===== src/rtl/dqs_dly_scan.sv =====
// DQS delay calibration sequencer: sweeps delay taps, majority-votes the received
// strobe at each tap, locates rise/fall edges and programs the center tap.
module dqs_dly_scan #(
  parameter int          SETTLE_CYCLES = 16,
  parameter int          SAMPLE_LOG2   = 4,
  parameter logic [7:0]  DLY_FIRST     = 8'h00,
  parameter logic [7:0]  DLY_LAST      = 8'hff
) (
  input  logic       clk,
  input  logic       rst,
  input  logic       start,
  input  logic       dly_ready,
  input  logic       dqs_received,
  output logic [7:0] dly_data,
  output logic       ld,
  output logic       set,
  output logic       busy,
  output logic       done,
  output logic       found,
  output logic [7:0] edge_rise,
  output logic [7:0] edge_fall,
  output logic [7:0] center
);

  // state     | meaning
  // IDLE      | waiting for start, results held
  // WAIT_RDY  | waiting for the delay controller to report ready
  // LOAD      | ld high, dly_data = current tap
  // APPLY     | set high
  // SETTLE    | letting the delay line settle
  // SAMPLE    | accumulating dqs_received into the ones counter
  // EVAL      | classify tap, record edges, pick next tap or finish
  // FIN_LOAD  | ld high, dly_data = center
  // FIN_APPLY | set high for the center tap
  // DONE      | one-cycle completion pulse
  typedef enum logic [3:0] {
    S_IDLE, S_WAIT_RDY, S_LOAD, S_APPLY, S_SETTLE,
    S_SAMPLE, S_EVAL, S_FIN_LOAD, S_FIN_APPLY, S_DONE
  } state_t;

  localparam int             NSAMP     = 1 << SAMPLE_LOG2;
  localparam int             OW        = SAMPLE_LOG2 + 1;
  localparam logic [OW-1:0]  HALF      = OW'(NSAMP / 2);
  localparam logic [7:0]     SETTLE_LD = 8'(SETTLE_CYCLES - 1);
  localparam logic [7:0]     SAMPLE_LD = 8'(NSAMP - 1);

  state_t          state_q, state_d;
  logic [7:0]      tap_q, tap_d;
  logic [7:0]      cnt_q, cnt_d;
  logic [OW-1:0]   ones_q, ones_d;
  logic            seen_low_q, seen_low_d;
  logic            rise_seen_q, rise_seen_d;
  logic            fall_seen_q, fall_seen_d;
  logic [7:0]      edge_rise_q, edge_rise_d;
  logic [7:0]      edge_fall_q, edge_fall_d;
  logic [7:0]      center_q, center_d;
  logic            found_q, found_d;
  logic [7:0]      dly_data_q, dly_data_d;
  logic            tap_high;
  logic            fall_now;

  always_ff @(posedge clk or posedge rst) begin
    if (rst) begin
      state_q     <= S_IDLE;
      tap_q       <= '0;
      cnt_q       <= '0;
      ones_q      <= '0;
      seen_low_q  <= 1'b0;
      rise_seen_q <= 1'b0;
      fall_seen_q <= 1'b0;
      edge_rise_q <= '0;
      edge_fall_q <= '0;
      center_q    <= '0;
      found_q     <= 1'b0;
      dly_data_q  <= '0;
    end else begin
      state_q     <= state_d;
      tap_q       <= tap_d;
      cnt_q       <= cnt_d;
      ones_q      <= ones_d;
      seen_low_q  <= seen_low_d;
      rise_seen_q <= rise_seen_d;
      fall_seen_q <= fall_seen_d;
      edge_rise_q <= edge_rise_d;
      edge_fall_q <= edge_fall_d;
      center_q    <= center_d;
      found_q     <= found_d;
      dly_data_q  <= dly_data_d;
    end
  end

  always_comb begin
    state_d     = state_q;
    tap_d       = tap_q;
    cnt_d       = cnt_q;
    ones_d      = ones_q;
    seen_low_d  = seen_low_q;
    rise_seen_d = rise_seen_q;
    fall_seen_d = fall_seen_q;
    edge_rise_d = edge_rise_q;
    edge_fall_d = edge_fall_q;
    center_d    = center_q;
    found_d     = found_q;
    dly_data_d  = dly_data_q;
    tap_high    = 1'b0;
    fall_now    = 1'b0;
    ld          = 1'b0;
    set         = 1'b0;
    busy        = (state_q != S_IDLE) && (state_q != S_DONE);
    done        = (state_q == S_DONE);

    unique case (state_q)
      S_IDLE: begin
        if (start) begin
          tap_d       = DLY_FIRST;
          seen_low_d  = 1'b0;
          rise_seen_d = 1'b0;
          fall_seen_d = 1'b0;
          edge_rise_d = '0;
          edge_fall_d = '0;
          center_d    = '0;
          found_d     = 1'b0;
          // Ready already: WAIT_RDY takes zero cycles so ld lands right after start.
          if (dly_ready) begin
            dly_data_d = DLY_FIRST;
            state_d    = S_LOAD;
          end else begin
            state_d    = S_WAIT_RDY;
          end
        end
      end
      S_WAIT_RDY: begin
        if (dly_ready) begin
          dly_data_d = tap_q;
          state_d    = S_LOAD;
        end
      end
      S_LOAD: begin
        ld      = 1'b1;
        state_d = S_APPLY;
      end
      S_APPLY: begin
        set     = 1'b1;
        cnt_d   = SETTLE_LD;
        state_d = S_SETTLE;
      end
      S_SETTLE: begin
        if (cnt_q == 8'd0) begin
          cnt_d   = SAMPLE_LD;
          ones_d  = '0;
          state_d = S_SAMPLE;
        end else begin
          cnt_d = cnt_q - 8'd1;
        end
      end
      S_SAMPLE: begin
        ones_d = ones_q + OW'(dqs_received);
        if (cnt_q == 8'd0) begin
          state_d = S_EVAL;
        end else begin
          cnt_d = cnt_q - 8'd1;
        end
      end
      S_EVAL: begin
        tap_high = (ones_q > HALF);
        if (!tap_high) begin
          seen_low_d = 1'b1;
        end
        if (tap_high && seen_low_q && !rise_seen_q) begin
          rise_seen_d = 1'b1;
          edge_rise_d = tap_q;
        end
        if (!tap_high && rise_seen_q && !fall_seen_q) begin
          fall_seen_d = 1'b1;
          edge_fall_d = tap_q;
          fall_now    = 1'b1;
        end
        // A recorded fall always implies a recorded rise, so fall_now means both edges.
        if (fall_now || (tap_q == DLY_LAST)) begin
          found_d    = fall_now;
          center_d   = fall_now ? 8'((9'(edge_rise_d) + 9'(edge_fall_d)) >> 1) : DLY_FIRST;
          dly_data_d = center_d;
          state_d    = S_FIN_LOAD;
        end else begin
          tap_d      = tap_q + 8'd1;
          dly_data_d = tap_q + 8'd1;
          state_d    = S_LOAD;
        end
      end
      S_FIN_LOAD: begin
        ld      = 1'b1;
        state_d = S_FIN_APPLY;
      end
      S_FIN_APPLY: begin
        set     = 1'b1;
        state_d = S_DONE;
      end
      S_DONE: begin
        state_d = S_IDLE;
      end
      default: begin
        state_d = S_IDLE;
      end
    endcase
  end

  assign dly_data  = dly_data_q;
  assign found     = found_q;
  assign edge_rise = edge_rise_q;
  assign edge_fall = edge_fall_q;
  assign center    = center_q;

endmodule


===== config.mk =====
export PLATFORM = sky130hd
export DESIGN_NAME = dqs_dly_scan
export DESIGN_NICKNAME = d
export VERILOG_FILES = /design/src/rtl/dqs_dly_scan.sv
export SDC_FILE = /design/constraint.sdc
export NUM_CORES = 1
export LEC_CHECK = 0
export CAP_MARGIN = 10
export CORE_UTILIZATION = 35
export CTS_CLUSTER_DIAMETER = 80
export DETAILED_ROUTE_END_ITERATION = 6
export PLACE_DENSITY = 0.62
export SETUP_SLACK_MARGIN = 0.1
export SLEW_MARGIN = 20
export SYNTH_ARGS = -nofsm -noshare
export SYNTH_HDL_FRONTEND = slang
export SYNTH_SLANG_ARGS = --single-unit
export TNS_END_PERCENT = 1

===== constraint.sdc =====
create_clock -name clk -period 2.9 [get_ports clk]
set_clock_uncertainty 0.1 [all_clocks]
set_input_delay 0.435 -clock clk [delete_from_list [all_inputs] [get_ports clk]]
set_output_delay 0.435 -clock clk [all_outputs]
set_load 0.01 [all_outputs]

======== Word-level counts from Yosys, hierarchy flattened ========
Cells that the tools add are included.
storage, ports and cells
  logic and storage cells ................. 109
  register bits after elaboration ......... 61
  bits of input ports ..................... 5
  output and inout port bits .............. 37
cells by class
  mux-type cells .......................... 42
  equality and inequality tests ........... 22
  order comparisons ....................... 1
  add/sub/neg operators ................... 4
  reduce and logical (&&, ||, !) cells .... 28
operators with widths
  kind                                                                   number
  8-bit 2-to-1 mux                                                       14
  8-bit case mux with 2 select lines                                     4
  8-bit case mux with 3 select lines                                     2
  4-bit case mux with 9 select lines                                     1
  2-bit inequality test (second input constant)                          11
  4-bit by 3-bit == test with 1-bit output (second input constant)       4
  4-bit 2-to-1 mux                                                       4
  3-bit AND reduction                                                    5
  5-bit case mux with 2 select lines                                     1
  8-bit by 8-bit adder with 9-bit output                                 1
  1-bit 2-to-1 mux                                                       9
  8-bit by 1-bit adder with 8-bit output (second input constant)         1
  4-bit by 2-bit == test with 1-bit output (second input constant)       2
  4-bit == test (second input constant)                                  2
  8-bit == test (second input constant)                                  1
  8-bit zero test                                                        1
  1-bit case mux with 2 select lines                                     4
  4-bit AND reduction                                                    2
  8-bit by 1-bit subtractor with 8-bit output (second input constant)    1
  2-bit AND reduction                                                    3
  3-bit nonzero test                                                     2
  5-bit by 1-bit adder with 5-bit output                                 1
  5-bit by 4-bit > comparator with 1-bit output (second input constant)  1
  1-bit logical AND                                                      5
  11 further kinds                                                       15

======== Depth between registers and ports, before layout ========
  depth in word-level cells ............... 10
  depth in mapped cells ................... 13

======== Worst setup path before layout ========
No wires, ideal clock.
  kind .................................... register -> register
  start ................................... register ones_q[1]
  end ..................................... register dly_data_q[7], in the netlist dly_data[7]
  cell stages (with the launch flop) ...... 11
  data arrival time ....................... 2987 ps
  setup time .............................. 135 ps
  required time ........................... 2665 ps
  path slack .............................. -323 ps
  cell sequence ........................... dfrtp_1 -> o31a_4 -> o21ai_2 -> mux2_2 -> ha_1 -> nor2b_1 -> o31a_1 -> o31a_1 -> or3_1 -> o211ai_1 -> a31oi_1
on the way
  word-level cells in the longest chain between the ends .. 10
ends and longest elaborated chain
  item                                             line  RTL
  start, declared                                  50    logic [OW-1:0] ones_q, ones_d;
  start signal, assigned                           80    ones_q <= ones_d;
  5-bit by 4-bit > comparator with 1-bit output *  165   tap_high = (ones_q > HALF);
  1-bit zero test                                  173   if (!tap_high && rise_seen_q && !fall_seen_q) begin
  1-bit logical AND (2 in a row)                   173
  8-bit 2-to-1 mux                                 173
  8-bit 2-to-1 mux                                 112   unique case (state_q)
  8-bit by 8-bit adder with 9-bit output           181   center_d = fall_now ? 8'((9'(edge_rise_d) + 9'(edge_fall_d)) >> 1) : DLY_FIRST;
  8-bit 2-to-1 mux                                 181
  8-bit 2-to-1 mux *                               179   if (fall_now || (tap_q == DLY_LAST)) begin
  8-bit case mux with 3 select lines *             112
  end signal, assigned                             88    dly_data_q <= dly_data_d;
  end, declared                                    58    logic [7:0] dly_data_q, dly_data_d;
Every way passes the cells marked *; elsewhere a longest branch is shown, timed or not. The select of a mux whose other input is x is not followed.
A chain may end at the register's enable or synchronous reset.

======== Worst setup path in the final report ========
  start ................................... register ones_q[0]
  end ..................................... register dly_data_q[7], in the netlist dly_data[7]
Same word-level chain as after synthesis.

==> impl_metrics.yaml <==
sta:
  tightest_slew_ns: 0.598
  fin_ws_ns: -0.159
  period_share: 1.05
  max_freq_mhz: 327
  period_minus_slack_ns: 3.06
  slew_violations: 0
  setup_tns_ns: -0.437
  relSlewSlack: 0.601
  hold_viol: 0
  rsz0062_at_grt: "true"
  setup_viol: 5
drt:
  drc: 0
  dr_wl_met2_mm: 4.78
  via_per_inst: 5.43
  wl_met3_um: 657
  routed-via-count: 3519
  drt_wl_total_mm: 10.4
  postRouteAntennaNets: 0
  highest-signal-layer: "met4"
  first_pass_iters: 5
  wl_per_cell_um: 16.0
  drt_iter0_drc: 165
  met1_length_mm: 4.72
hold_path:
  hp-class: "in -> async"
placement:
  post-dp-hpwl_mm: 7.59
  numPortBuffers: 41
  place_area_mm2: 0.00466
  gp_congestion: 0.899
  place_ws_ns: -0.198
clock_tree:
  clockBufferDepth: 2
  htree_levels: 3
  postCtsHoldBufs: 0
  cts-root-buf: "clkbuf_8"
  cts_buffers: 9
  clkLatencyLatePin_ns: 0.34
  clock_sinks: 61
  path_clk_slew_ns: 0.08
  cts_tree: "built"
global_routing:
  grt_max_degree: 40
  grt_pass1_vias: 3476
  gr-total-overflow: 0
  grt_pass1_wl_mm: 17.7
  antenna_found_initial: 0
  grt.total_usage: 0.203
floorplanning:
  core-area_mm2: 0.0104
  ioPinCount: 42
  fp.dieW_um: 106
  die_h_um: 106
  std_cell_rows: 37
  die_area_mm2: 0.0112
  start_util: 0.362
final_layout:
  design_area_mm2: 0.00493
  multiInputGateArea_mm2: 0.00220
  seq_area_mm2: 0.00153
  drive_above_1_share: 0.207
  antennaDiodeCount: 0
  nets: 524
  fillers: 1010
  area_growth_pct: 31.1
status:
  failed_checks: "setup timing"
  status: "complete, but fails checks"
synthesis:
  synthesis.nets: 447
  async_reset_ff_frac: 1.00
  ys_ff_latch: 61
  ys.flop_type: "dfrtp_1"
  synth_edf_count: 0
  yosys_warnings: 0
  ys_types: 66
  synth.cell_area_mm2: 0.00376
  syn-instance-count: 430
  ys_seq_area_frac: 0.406
  avgSynthCellArea_um2: 8.74
critical_path:
  worstSetupEndpointType: "register"
  worstRegToRegCells: 10
  r2r_setup_slack_ns: -0.16
  worst_r2r_startpoint: "ones_q[0]"
  cp_max_fo: 6
  timing.rr.end: "dly_data[7]"
  critPathLaunchType: "register"
  crit_type: "reg -> reg"
  arrival_ns: 3.17
  cp.required_ns: 3.01
run:
  maxCapViolCount: 0
power_and_ir_drop:
  power_leakage_uw: 0.00215
  p_per_area_mw_per_mm2: 867
  vdd_drop_max_mv: 0.600
[final cells by class]
class,count,share of cell area
Multi-Input combinational cell,337,0.447
Timing Repair Buffer,86,0.157
Inverter,12,0.00914
Clock inverter,3,0.00863
Sequential cell,61,0.310
Tap cell,136,0.0345
Clock buffer,13,0.0343
[worst max-delay path by stage]
| stage | startpoint | end | slack (ns) | depth (start not counted) |
|---|---|---|---|---|
| 2_1_floorplan | ones_q[2] | dly_data[7] | -0.15 | 11 |
| 3_3_place_gp | ones_q[0] | dly_data[7] | -0.11 | 10 |
| 3_5_place_dp | ones_q[0] | center[6] | -0.20 | 12 |
| 4_1_cts | ones_q[0] | dly_data[7] | -0.14 | 10 |
| 5_1_grt | ones_q[0] | dly_data[7] | -0.27 | 10 |
| 6_report | ones_q[0] | dly_data[7] | -0.16 | 10 |
[layout by cell type, fill, tap and decap left out, types with 6 or more instances in the layout]
| cell | count |
|---|---|
| a21oi_1 | 12 |
| a21oi_2 | 6 |
| a22o_1 | 8 |
| buf_4 | 43 |
| clkbuf_8 | 12 |
| clkdlybuf4s50_1 | 41 |
| dfrtp_1 | 61 |
| ha_1 | 8 |
| inv_1 | 11 |
| nand2_1 | 84 |
| nand2b_1 | 6 |
| nand3_1 | 9 |
| nand4_1 | 6 |
| nor2_1 | 38 |
| o21ai_0 | 42 |
[cells in the mapped netlist (6+ instances only)]
master | instances | area, um2
a22o_1 | 8 | 70.1
clkbuf_1 | 11 | 41.3
nand2_1 | 84 | 315
nand3_1 | 9 | 45.0
dfrtp_1 | 61 | 1530
nand4_1 | 6 | 37.5
o21ai_0 | 42 | 210
inv_1 | 12 | 45.0
ha_1 | 11 | 138
nor2_1 | 38 | 143
nand2b_1 | 6 | 37.5
mux2_2 | 6 | 67.6
a21oi_1 | 16 | 80.1
buf_2 | 6 | 30.0
[registers in the layout (all words and copies together) (netlist names)]
signal	cells
edge_fall	8
cnt_q	8
state_q	4
seen_low_q	1
edge_rise	8
found	1
dly_data	8
center	8
tap_q	8
rise_seen_q	1
ones_q	5
fall_seen_q	1
[repair_timing]
action | in CTS | in global routing
setup buffers | 1 | 0
resized for setup | 5 | 5
hold endpoints to repair | 0 | 0
endpoints found under the setup margin | 13 | 14
pin swaps | 7 | 1
[where the power goes]
group | leakage (uW) | switching, uW | internal [uW]
sequential | 0.000810 | 270 | 1060
combinational | 0.00124 | 1090 | 1030
clock | 0.000106 | 360 | 467
[per-layer routing]
metal / track usage / vias up
met5: 0 / -
met4: 0.0714 / 0
met3: 0.0390 / 19
met2: 0.322 / 124
met1: 0.277 / 1691
li1: - / 1685
[through the flow]
step | utilization | hold slack (ns) | total power, uW | cells
5_1_grt | 0.475 | 0.375 | 4610 | 648
3_5_place_dp | 0.449 | 0.364 | 3390 | 631
2_1_floorplan | - | 0.342 | 2490 | 430
6_report | 0.475 | 0.344 | 4270 | 648
3_3_place_gp | 0.449 | 0.362 | 3360 | 631
4_1_cts | 0.472 | 0.352 | 4260 | 648
[worst max-delay path, cell delays in order (launching register included)]
cell and delay (ns):
dfrtp_1 0.39, o31a_4 0.37, o21ai_4 0.28, mux2_2 0.42
ha_4 0.25, o21a_1 0.17, o31a_1 0.11, o31a_1 0.25
or3_1 0.31, o211ai_1 0.14, a31oi_1 0.13
[kinds of logic (layout without fill, tap and decap cells)]
family                     after synthesis  count (layout)  synth area share
xor gates and xnor gates                10              10            0.0233
DFF                                     61              61             0.406
buffers and inverters                   32             114            0.0370
AOI/OAI and AO/OA                      119             119             0.223
and+or+nand+nor                        186             186             0.240
muxes                                   10              10            0.0286
adders and majority gates               12              12            0.0420
Power figures use the tool's default switching activity.
